## config.mk

```make
export PLATFORM = sky130hd
export DESIGN_NAME = main_control_fsm
export DESIGN_NICKNAME = d
export VERILOG_FILES = /design/src/rtl/main_control_fsm.sv
export SDC_FILE = /design/constraint.sdc
export NUM_CORES = 1
export LEC_CHECK = 0
export BUFFER_PORTS_ARGS = -buffer_cell sky130_fd_sc_hd__buf_2
export CAP_MARGIN = 20
export CORE_UTILIZATION = 44
export DETAILED_ROUTE_END_ITERATION = 8
export GPL_TIMING_DRIVEN = 0
export PLACE_DENSITY_LB_ADDON = 0.25
export SLEW_MARGIN = 20
export SYNTH_ARGS = -nofsm -noshare
export SYNTH_HDL_FRONTEND = slang
export SYNTH_SLANG_ARGS = --single-unit
```

## constraint.sdc

```tcl
create_clock -name clk -period 1.2 [get_ports clk]
set_input_delay 0.06 -clock clk [delete_from_list [all_inputs] [get_ports clk]]
set_output_delay 0.06 -clock clk [all_outputs]
set_load 0.1 [all_outputs]
```

## src/rtl/main_control_fsm.sv

```systemverilog
// Multicycle main controller for the RV32I core: sequences each instruction
// through fetch/decode/execute/memory/writeback and drives the datapath enables.
module main_control_fsm #(
    parameter logic [3:0] RESET_STATE = 4'd0
) (
    input  logic       clk,
    input  logic       reset,
    input  logic [6:0] opcode,
    input  logic       mem_ready,
    output logic       mem_req,
    output logic       mem_write,
    output logic       adr_src,
    output logic       ir_write,
    output logic       pc_update,
    output logic       branch,
    output logic       reg_write,
    output logic [1:0] result_src,
    output logic [2:0] alu_op,
    output logic       illegal,
    output logic [3:0] state
);

    typedef enum logic [3:0] {
        S_FETCH    = 4'd0,
        S_DECODE   = 4'd1,
        S_MEMADR   = 4'd2,
        S_MEMREAD  = 4'd3,
        S_MEMWB    = 4'd4,
        S_MEMWRITE = 4'd5,
        S_EXECR    = 4'd6,
        S_EXECI    = 4'd7,
        S_ALUWB    = 4'd8,
        S_BRANCH   = 4'd9,
        S_JAL      = 4'd10,
        S_JALR     = 4'd11,
        S_LUI      = 4'd12,
        S_AUIPC    = 4'd13,
        S_TRAP     = 4'd14
    } state_t;

    localparam logic [6:0] OP_LOAD   = 7'b0000011;
    localparam logic [6:0] OP_STORE  = 7'b0100011;
    localparam logic [6:0] OP_RTYPE  = 7'b0110011;
    localparam logic [6:0] OP_ITYPE  = 7'b0010011;
    localparam logic [6:0] OP_BRANCH = 7'b1100011;
    localparam logic [6:0] OP_JAL    = 7'b1101111;
    localparam logic [6:0] OP_JALR   = 7'b1100111;
    localparam logic [6:0] OP_LUI    = 7'b0110111;
    localparam logic [6:0] OP_AUIPC  = 7'b0010111;

    localparam logic [2:0] ALU_ADD    = 3'd0;
    localparam logic [2:0] ALU_BRANCH = 3'd1;
    localparam logic [2:0] ALU_RFUNCT = 3'd2;
    localparam logic [2:0] ALU_IFUNCT = 3'd3;
    localparam logic [2:0] ALU_PASSB  = 3'd4;

    localparam logic [1:0] RES_ALUOUT = 2'd0;
    localparam logic [1:0] RES_MEM    = 2'd1;

    state_t cur_state;
    state_t nxt_state;

    always_ff @(posedge clk or posedge reset) begin
        if (reset) begin
            cur_state <= state_t'(RESET_STATE);
        end else begin
            cur_state <= nxt_state;
        end
    end

    always_comb begin
        nxt_state = S_FETCH;
        unique case (cur_state)
            S_FETCH:    nxt_state = mem_ready ? S_DECODE : S_FETCH;
            S_DECODE: begin
                unique case (opcode)
                    OP_LOAD,
                    OP_STORE:  nxt_state = S_MEMADR;
                    OP_RTYPE:  nxt_state = S_EXECR;
                    OP_ITYPE:  nxt_state = S_EXECI;
                    OP_BRANCH: nxt_state = S_BRANCH;
                    OP_JAL:    nxt_state = S_JAL;
                    OP_JALR:   nxt_state = S_JALR;
                    OP_LUI:    nxt_state = S_LUI;
                    OP_AUIPC:  nxt_state = S_AUIPC;
                    default:   nxt_state = S_TRAP;
                endcase
            end
            S_MEMADR:   nxt_state = (opcode == OP_LOAD) ? S_MEMREAD : S_MEMWRITE;
            S_MEMREAD:  nxt_state = mem_ready ? S_MEMWB : S_MEMREAD;
            S_MEMWB:    nxt_state = S_FETCH;
            S_MEMWRITE: nxt_state = mem_ready ? S_FETCH : S_MEMWRITE;
            S_EXECR,
            S_EXECI,
            S_LUI,
            S_AUIPC:    nxt_state = S_ALUWB;
            S_ALUWB:    nxt_state = S_FETCH;
            S_BRANCH:   nxt_state = S_FETCH;
            S_JAL:      nxt_state = S_ALUWB;
            S_JALR:     nxt_state = S_JAL;
            S_TRAP:     nxt_state = S_TRAP;
            // Unencoded value 15 recovers to FETCH.
            default:    nxt_state = S_FETCH;
        endcase
    end

    // Outputs are forced low while reset is high so no write can slip out.
    always_comb begin
        mem_req    = 1'b0;
        mem_write  = 1'b0;
        adr_src    = 1'b0;
        ir_write   = 1'b0;
        pc_update  = 1'b0;
        branch     = 1'b0;
        reg_write  = 1'b0;
        result_src = RES_ALUOUT;
        alu_op     = ALU_ADD;
        illegal    = 1'b0;
        state      = cur_state;
        unique case (cur_state)
            S_FETCH: begin
                mem_req   = 1'b1;
                ir_write  = mem_ready;
                pc_update = mem_ready;
            end
            S_MEMREAD: begin
                mem_req = 1'b1;
                adr_src = 1'b1;
            end
            S_MEMWB: begin
                reg_write  = 1'b1;
                result_src = RES_MEM;
            end
            S_MEMWRITE: begin
                mem_req   = 1'b1;
                mem_write = 1'b1;
                adr_src   = 1'b1;
            end
            S_EXECR:  alu_op = ALU_RFUNCT;
            S_EXECI:  alu_op = ALU_IFUNCT;
            S_LUI:    alu_op = ALU_PASSB;
            S_ALUWB:  reg_write = 1'b1;
            S_BRANCH: begin
                alu_op = ALU_BRANCH;
                branch = 1'b1;
            end
            S_JAL:    pc_update = 1'b1;
            S_TRAP:   illegal = 1'b1;
            default: ;
        endcase
        if (reset) begin
            mem_req    = 1'b0;
            mem_write  = 1'b0;
            adr_src    = 1'b0;
            ir_write   = 1'b0;
            pc_update  = 1'b0;
            branch     = 1'b0;
            reg_write  = 1'b0;
            result_src = RES_ALUOUT;
            alu_op     = ALU_ADD;
            illegal    = 1'b0;
            state      = 4'd0;
        end
    end

endmodule

```

==> results of run 1 <==
per-stage QoR:
step                hold slack, ps  worst slack [ps]  TNS (ps)  instance area (sq um)
detailed placement            79.2              -471     -4760                    896
global placement              69.4              -453     -4310                    896
floorplan                     -170              -713     -4730                    753
synth_stat cells (all sizes together), types with 2 or more instances:
library cell,number,area [sq um]
nor2b,6,37.5
mux2,2,22.5
buf,5,33.8
a21oi,4,20.0
nor3,6,35.0
and3b,2,17.5
nand2b,7,51.3
nor3b,2,15.0
nand3b,2,15.0
nand3,2,10.0
inv,3,11.3
nor2,11,46.3
nand2,9,36.3
dfrtp,4,100
kinds of logic after synthesis:
| kind of cell | share of synthesized area |
|---|---|
| muxes | 0.0564 |
| buffers and inverters | 0.0846 |
| and+or+nand+nor | 0.512 |
| DFF | 0.174 |
| AOI/OAI and AO/OA | 0.152 |
| other | 0.00650 |
| xor gates and xnor gates | 0.0152 |
==> impl_metrics.toml, run 1 <==
[placement]
place_congestion = 0.815
dp.cells = 121
place.port_buffers = 25
place_hpwl_mm = 1.29

[clock_network]
cts_root_buf = "clkbuf_4"
clockBufferDepth = 2
ctsResizeCount = 82
cts_sinks = 4
cts_hold_buffers = 1
postCtsSetupBuffers = 17
h-tree-depth = 1
numCtsBuffers = 3

[synthesis]
synth_flop_cell = "dfrtp_1"
ys_seq_area_frac = 0.174
synth_cell_types = 38
synth_cells = 82
yosys_register_bits = 4
synthArstFlopShare = 1.00
synthesis.area_sq_um = 577
syn_nets = 92
synth_area_per_cell_sq_um = 7.03
synth_warnings = 0
synth_edf_count = 0

[floorplan]
initial_core_util = 0.499
core.rowCount = 12
die_y_microns = 38.2
ios = 27
die_w_microns = 38.2

[run_status]
firstError = "[ERROR DPL-0038] Utilization greater than 100%, impossible to legalize"
status = "did not finish"
stop_stage = "4_1_cts"
==> run 2: changes to the inputs <==
--- a/config.mk
+++ b/config.mk
@@ -7,10 +7,11 @@
 export LEC_CHECK = 0
 export BUFFER_PORTS_ARGS = -buffer_cell sky130_fd_sc_hd__buf_2
 export CAP_MARGIN = 20
-export CORE_UTILIZATION = 44
+export CORE_AREA = 2 2 63 65
 export DETAILED_ROUTE_END_ITERATION = 8
+export DIE_AREA = 0 0 65 67
 export GPL_TIMING_DRIVEN = 0
-export PLACE_DENSITY_LB_ADDON = 0.25
+export PLACE_DENSITY_LB_ADDON = 0.15
 export SLEW_MARGIN = 20
 export SYNTH_ARGS = -nofsm -noshare
 export SYNTH_HDL_FRONTEND = slang
==> run 2 against run 1 <==
Compared with the run above: the flow now finishes, with violations (negative setup slack); synthesized area unchanged; synthesized cell count did not move.
==> impl_metrics.toml, run 2 <==
[run_status]
status = "complete, but fails checks"
violations = "negative setup slack"

[critical_path]
worstPathCellList = "buf_8, or3_4, a21oi_4, buf_12"
slowest_delay_ps = 440
cp_max_fo = 7
worstPathRequired_ps = 1140
worst_ep_arrival_time_ps = 1540
critPathLaunchType = "register"
critPathKind = "register to output port"
cp-end-kind = "output port"
crit_slowest_cell = "dfrtp_2"

[clock_network]
numCtsBuffers = 3
cts.clk_slew.worst_paths_ps = 30
insertion_delay_ps = 210
clockBufferDepth = 2
cts_sinks = 4
cts_root_buf = "clkbuf_8"
h-tree-depth = 1
cts_tree = "yes"

[floorplan]
design.die.area_sq_mm = 0.00436
core.rowCount = 22
initial_core_util = 0.160
ios = 27
core-area_sq_mm = 0.00361
die_y_microns = 67
die_w_microns = 65

[drt]
ant_nets = 0
drc = 0
first_pass_iters = 3
routed_wl_mm = 2.14
wl_per_cell_microns = 11.7
via_count = 765
vias_per_cell = 4.20
initialDrtViolationCount = 19

[power_and_ir_drop]
p_leak_uw = 0.000596
clkPwrFrac = 0.083
power_switching_share = 0.513
p_int_uw = 1600
switchingPower_uw = 1690
p_seq_frac = 0.090
pwr_density_cell_mw_per_mm2 = 2170
comb_power_share = 0.827
ir_worst_vdd_mv = 0.498

[synthesis]
synthesis.area_sq_um = 577
synth_common_cells = "9 x nor2_1, 8 x nand2_1, 6 x nand2b_1, 6 x nor2b_1, 5 x nor3_1"
yosys_register_bits = 4
synth_area_per_cell_sq_um = 7.03
yosysTopAreaCell = "dfrtp_1"
yosys-top-cells-area = "dfrtp_1 17%, nand2b_1 6.5%, nor2b_1 6.5%"
synth_top_area_frac = 0.174
synth_warnings = 0
yosysMostFrequentCell = "nor2_1"
synth_cells = 82
synth_flop_cell = "dfrtp_1"
synth_cell_types = 38
ys_seq_area_frac = 0.174
syn_nets = 92
synthArstFlopShare = 1.00
synth_edf_count = 0

[finish]
antenna_cells = 0
nets = 146
largest_reg_flops = 4
max_flop_register = "cur_state"
syn_to_final_growth_pct = 164
drive_gt1_frac = 0.716
largestRegisters = "cur_state (4)"
final_common_cell = "buf_4"
fin_cells = 182
utilization = 0.422
most-common-layout-cells = "16 x buf_4, 15 x buf_12, 9 x buf_2, 9 x buf_6"

[placement]
place_congestion = 0.736
place_hpwl_mm = 1.43
place.port_buffers = 25
dp.cells = 155

[grt]
grt_pass1_wl_mm = 3.55
grtUsageTotal = 0.104
grt_antenna_before_repair = 0
grt-ovfl-total = 0
grt_max_degree = 11
first_global_vias = 786

[timing]
skew_ps = 1.73
setup_ws_ps = -404
period_share = 1.34
rsz0062_at_grt = "true"
maxSlewViolCount = 0
hold_ws_ps = 214
finalSetupViolations = 18
min_period_ps = 1600
finalHoldViolCount = 0
max_freq_mhz = 624

[worst_hold_path]
hold_class = "input pin to register"

[job]
max_cap_viol_count = 0
run 2: cell counts after synthesis:
Identical to the previous run, type by type.
run 2: timing repair:
item	CTS	global route
gates resized for setup	81	10
buffers inserted	19	7
pin swaps	8	6
hold endpoints to repair	4	0
hold buffers	1	0
endpoints found under the setup margin	20	20
run 2: path summary, 6_finish.rpt:
path / startpoint / end / slack, ps / cells after the start
max in group asynchronous: reset / cur_state[0]$_DFF_PP0_ / 460 / 3
max reg2reg: cur_state[2]$_DFF_PP0_ / cur_state[3]$_DFF_PP0_ / -220 / 7
min: opcode[0] / cur_state[2]$_DFF_PP0_ / 210 / 4
min in group asynchronous: reset / cur_state[3]$_DFF_PP0_ / 550 / 3
min reg2reg: cur_state[3]$_DFF_PP0_ / cur_state[0]$_DFF_PP0_ / 760 / 3
max: cur_state[1]$_DFF_PP0_ / reg_write / -400 / 4
run 2: power by group through the flow:
stage          Clock (uW)  Combinational [uW]  Sequential, uW
2_1_floorplan           0                1570             261
3_3_place_gp            0                1810             291
3_5_place_dp            0                1810             288
4_1_cts               283                2580             295
5_1_grt               295                2860             306
6_report              273                2720             297
run 2: logic make-up (layout without fill, tap and decap cells):
group,count (synthesis),count (layout),share of synthesized area
AOI/OAI and AO/OA,13,13,0.152
buffers and inverters,9,61,0.0846
and+or+nand+nor,51,51,0.512
xor gates and xnor gates,1,1,0.0152
DFF,4,4,0.174
other,1,1,0.00650
muxes,3,3,0.0564
run 2: worst max-delay path: cells and delay by family, from the launching register on:
kind / cells / cell delay [ps]
and+or+nand+nor: 1 / 390
DFF: 1 / 440
AOI/OAI and AO/OA: 1 / 160
buffers and inverters: 2 / 340
run 2: cell type report:
cell class	instances	area, sq um
Sequential cell	4	105
Buffer	5	72.6
Clock buffer	3	41.3
Inverter	4	27.5
Timing Repair Buffer	49	564
Tap cell	48	60.1
Multi-Input combinational cell	69	649
Fill cell	347	2090
run 2: per-layer routing:
metal / track usage / up-vias / wire, microns
met5: 0 / - / 0
met4: 0.0213 / 0 / 0
met3: 0.0186 / 0 / 94
met2: 0.193 / 23 / 1150
met1: 0.124 / 352 / 895
li1: - / 390 / -
run 2: stage by stage:
step	total power, uW	setup TNS (ps)	instance area (sq um)	setup slack, ps
2_1_floorplan	1830	-4730	753	-713
3_3_place_gp	2100	-5020	938	-504
3_5_place_dp	2100	-4910	938	-504
4_1_cts	3150	-4520	1450	-405
5_1_grt	3460	-5240	1520	-447
6_report	3290	-4300	1520	-404
Power figures use the tool's default switching activity.
==> run 3: changes to the inputs <==
==> constraint.sdc (replaced) <==
create_clock -name clk -period 1.9 [get_ports clk]
set_input_delay 0.095 -clock clk [delete_from_list [all_inputs] [get_ports clk]]
set_output_delay 0.095 -clock clk [all_outputs]
set_load 0.1 [all_outputs]
==> run 3 against run 2 <==
Compared with the run above: the run now ends clean; total power decreased by 58%; routed wire length decreased by 19%; flip-flop and latch count unchanged; critical path depth unchanged; first-iteration DRC count increased by 47%; combinational power decreased by 62%; global-route usage decreased by 1.7 points; critical endpoint is now alu_op[2]; utilization decreased by 17 points; cell area decreased by 40%; die area unchanged; via count decreased by 15%; non-clock buffer count decreased by 23; critical path type unchanged.
==> impl_metrics.toml, run 3 (synthesis results as in run 2) <==
[floorplan]
ios = 27
core-area_sq_mm = 0.00361
die_w_microns = 65
initial_core_util = 0.160
die_y_microns = 67
design.die.area_sq_mm = 0.00436
core.rowCount = 22

[clock_network]
cts_tree = "yes"
numCtsBuffers = 3
clockBufferDepth = 2
cts.clk_slew.worst_paths_ps = 30
postCtsSetupBuffers = 0
h-tree-depth = 1
cts_sinks = 4
cts_root_buf = "clkbuf_8"
insertion_delay_ps = 210

[finish]
largestRegisters = "cur_state (4)"
nets = 123
antenna_cells = 0
most-common-layout-cells = "20 x buf_2, 8 x nand2_1, 6 x nand2b_1, 6 x nor2_2"
max_flop_register = "cur_state"
syn_to_final_growth_pct = 58.8
final_common_cell = "buf_2"
largest_reg_flops = 4
fill_cells = 395
drive_gt1_frac = 0.486

[drt]
wl_per_cell_microns = 10.9
first_pass_iters = 4
via_count = 652
ant_nets = 0
initialDrtViolationCount = 28
routed_wl_mm = 1.73
vias_per_cell = 4.10
drc = 0

[power_and_ir_drop]
p_int_uw = 541
clkPwrFrac = 0.125
p_seq_frac = 0.126
p_leak_uw = 0.000410
comb_power_share = 0.749
ir_worst_vdd_mv = 0.280
power_switching_share = 0.610
pwr_density_cell_mw_per_mm2 = 1510
switchingPower_uw = 845

[placement]
place.port_buffers = 25
place_congestion = 0.715
dp_slack_ps = 216
place_hpwl_mm = 1.40

[grt]
grt_antenna_before_repair = 0
grt-ovfl-total = 0
first_global_vias = 609
grt_pass1_wl_mm = 2.92
grt_max_degree = 11
grtUsageTotal = 0.0873

[critical_path]
worstPathRequired_ps = 1800
cp-end-kind = "output port"
worst_ep_arrival_time_ps = 1750
cp_max_fo = 10
critPathLaunchType = "register"
critPathKind = "register to output port"

[timing]
skew_ps = 2.75
maxSlewViolCount = 0
rsz0062_at_grt = "false"
finalHoldViolCount = 0
finalSetupViolations = 0
hold_ws_ps = 263
tns_ps = 0
max_freq_mhz = 543
setup_ws_ps = 57.3
period_share = 0.970
min_period_ps = 1840

[worst_hold_path]
hold_class = "input pin to register"

[run_status]
status = "finished, final reports clean"

[job]
max_cap_viol_count = 0
## run 3: cell types whose count changed in the layout (fill, tap and decap cells not counted), sizes merged
cell	delta
inv	+2
clkinvlp	-2
buf	-28
clkbuf	+5
## run 3: power by group through the flow
stage	clock network [uW]	logic [uW]	registers, uW
finish	173	1040	175
global route	189	1110	181
CTS	180	1030	176
detailed placement	0	1030	176
global placement	0	1030	178
floorplan	0	880	158
## run 3: area by class of cell
class / instances / area (sq um) / area share
flip-flops and latches: 4 / 100 / 0.109
repair buffers: 26 / 150 / 0.164
multi-input cells: 69 / 503 / 0.549
well taps: 48 / 60.1 / 0.0656
inverters: 4 / 15.0 / 0.0164
plain buffers: 5 / 46.3 / 0.0505
clock buffers: 3 / 41.3 / 0.0451
## run 3: path summary, 6_finish.rpt
path	slack (ps)	start	endpoint	cells past startpoint
worst max-delay path	60	cur_state[1]$_DFF_PP0_	alu_op[2]	4
worst min-delay path	260	opcode[6]	cur_state[2]$_DFF_PP0_	4
worst max register to register	490	cur_state[1]$_DFF_PP0_	cur_state[1]$_DFF_PP0_	4
worst min register to register	740	cur_state[3]$_DFF_PP0_	cur_state[0]$_DFF_PP0_	2
max in group asynchronous	1360	reset	cur_state[0]$_DFF_PP0_	3
min in group asynchronous	400	reset	cur_state[3]$_DFF_PP0_	3
## run 3: stage by stage
| stage | instance area [sq um] | total power [uW] | std cells | utilization |
|---|---|---|---|---|
| floorplan | 664 | 1040 | 82 | - |
| global placement | 850 | 1200 | 155 | 0.236 |
| detailed placement | 850 | 1200 | 155 | 0.236 |
| CTS | 903 | 1390 | 159 | 0.251 |
| global route | 916 | 1480 | 159 | 0.254 |
| finish | 916 | 1390 | 159 | 0.254 |
## run 3: what timing repair did
item                                    CTS  global route
endpoints found under the hold margin     4             0
endpoints found under the setup margin    1             5
pin swaps                                 0             0
gates resized for setup                   1             5
hold buffers                              1             0
## run 3: per-layer routing
metal	routed length (microns)	global-route usage
met1	905	0.120
met2	710	0.126
met3	97	0.0236
met4	19	0.0372
met5	0	0
## run 3: worst max-delay path, stage by stage (launching register included)
cell and delay (ps):
dfrtp_1 440, buf_6 180, or3_4 400, nor2_2 80, buf_2 420
==> run 4: changes to the inputs <==
--- a/config.mk
+++ b/config.mk
@@ -11,7 +11,6 @@
 export DETAILED_ROUTE_END_ITERATION = 8
 export DIE_AREA = 0 0 65 67
 export GPL_TIMING_DRIVEN = 0
-export PLACE_DENSITY_LB_ADDON = 0.15
 export SLEW_MARGIN = 20
 export SYNTH_ARGS = -nofsm -noshare
 export SYNTH_HDL_FRONTEND = slang
==> constraint.sdc (replaced) <==
create_clock -name clk -period 1.69 [get_ports clk]
set_input_delay 0.0845 -clock clk [delete_from_list [all_inputs] [get_ports clk]]
set_output_delay 0.0845 -clock clk [all_outputs]
set_load 0.1 [all_outputs]
==> run 4 against run 3 <==
Compared with the run above: die area unchanged; cell area rose by 19%; utilization up 4.8 points; critical path depth stayed put; combinational power rose by 32%; final cell count increased by 1.9%; via count up 4.9%; register-to-register slack worse by 150 ps; clock-buffer cell count did not move; global-route usage increased by 0.074 points; routed wire length is 1.8% higher.
==> impl_metrics.toml, run 4 (synthesis results as in run 2) <==
[grt]
grt_max_degree = 11
first_global_vias = 633
grtUsageTotal = 0.0881
grt-ovfl-total = 0
grt_pass1_wl_mm = 2.99
grt_antenna_before_repair = 0

[timing]
finalHoldViolCount = 0
max_freq_mhz = 600
hold_ws_ps = 255
setup_ws_ps = 24.6
maxSlewViolCount = 0
finalSetupViolations = 0
min_period_ps = 1670
rsz0062_at_grt = "true"
skew_ps = 4.89
period_share = 0.985

[power_and_ir_drop]
p_leak_uw = 0.000449
clkPwrFrac = 0.114
ir_worst_vdd_mv = 0.283
comb_power_share = 0.774
p_int_uw = 742
p_seq_frac = 0.112
pwr_density_cell_mw_per_mm2 = 1630
power_switching_share = 0.581
switchingPower_uw = 1030

[drt]
vias_per_cell = 4.22
wl_per_cell_microns = 10.9
routed_wl_mm = 1.76
ant_nets = 0
drc = 0
first_pass_iters = 4
initialDrtViolationCount = 25
via_count = 684

[floorplan]
core-area_sq_mm = 0.00361
core.rowCount = 22
die_w_microns = 65
initial_core_util = 0.160
ios = 27
design.die.area_sq_mm = 0.00436
die_y_microns = 67

[placement]
dpl_cell_area_sq_um = 885
dp.cells = 155
place_congestion = 0.775
place_hpwl_mm = 1.39
dp_slack_ps = -7.33
place.port_buffers = 25

[finish]
nets = 126
largestRegisters = "cur_state (4)"
postLayoutCellArea_sq_mm = 0.00109
fill_cells = 369
max_flop_register = "cur_state"
syn_to_final_growth_pct = 88.5
multi_input_area_sq_um = 553
most-common-layout-cells = "13 x buf_2, 7 x buf_4, 7 x nand2_1"
layout.area.seq_sq_um = 104
drive_gt1_frac = 0.553
final_common_cell = "buf_2"
largest_reg_flops = 4
antenna_cells = 0
fin_cells = 162

[clock_network]
numCtsBuffers = 3
cts_sinks = 4
cts_tree = "yes"
insertion_delay_ps = 220
cts.clk_slew.worst_paths_ps = 30
h-tree-depth = 1
cts_root_buf = "clkbuf_8"
clockBufferDepth = 2

[job]
max_cap_viol_count = 0

[critical_path]
critPathLaunchType = "register"
worst_ep_arrival_time_ps = 1580
critPathKind = "register to output port"
cp-end-kind = "output port"
worstPathRequired_ps = 1610
cp_max_fo = 10

[run_status]
status = "finished, final reports clean"

[worst_hold_path]
hold_class = "input pin to register"
run 4: worst paths after layout:
check | startpoint | end | slack, ps | cells after the start
min in group asynchronous | reset | cur_state[3]$_DFF_PP0_ | 430 | 3
min | opcode[0] | cur_state[2]$_DFF_PP0_ | 250 | 4
max | cur_state[1]$_DFF_PP0_ | reg_write | 20 | 4
min reg2reg | cur_state[1]$_DFF_PP0_ | cur_state[3]$_DFF_PP0_ | 680 | 2
max reg2reg | cur_state[1]$_DFF_PP0_ | cur_state[1]$_DFF_PP0_ | 340 | 4
max in group asynchronous | reset | cur_state[2]$_DFF_PP0_ | 1070 | 3
run 4: through the flow:
step,TNS [ps],power [uW],util
floorplan,-868,1220,-
global placement,-18.8,1400,0.245
detailed placement,-7.96,1400,0.245
CTS,0,1710,0.280
global route,-29.4,1870,0.302
finish,0,1770,0.302
run 4: critical path, stage by stage, from the launching register on:
cell and delay, ps:
dfrtp_2 430, buf_6 150, or3_4 430, a21oi_4 160, buf_12 190
run 4: cell type report:
type,instances,area share
Multi-Input combinational cell,69,0.509
Timing Repair Buffer,29,0.244
Sequential cell,4,0.0955
Tap cell,48,0.0552
Buffer,5,0.0449
Clock buffer,3,0.0380
Inverter,4,0.0138
run 4: power by group through the flow:
stage / Clock, uW / Combinational, uW / Sequential [uW]
floorplan: 0 / 1040 / 178
global placement: 0 / 1200 / 196
detailed placement: 0 / 1200 / 197
CTS: 208 / 1300 / 200
global route: 220 / 1450 / 205
finish: 201 / 1370 / 199
run 4: what timing repair did:
action                                 4_1_cts  5_1_grt
hold buffers                                 1        0
gates resized for setup                     23       15
endpoints found under the hold margin        4        0
setup endpoints to repair                   11        9
pin swaps                                    0        1
setup buffers                                0        3
run 4: layer usage:
| metal | vias up | GRT usage | part of all wire | routed length [microns] |
|---|---|---|---|---|
| li1 | 350 | - | - | - |
| met1 | 302 | 0.124 | 0.50 | 877 |
| met2 | 30 | 0.124 | 0.42 | 736 |
| met3 | 2 | 0.0287 | 0.074 | 131 |
| met4 | 0 | 0.0293 | 0.011 | 19 |
| met5 | - | 0 | 0 | 0 |
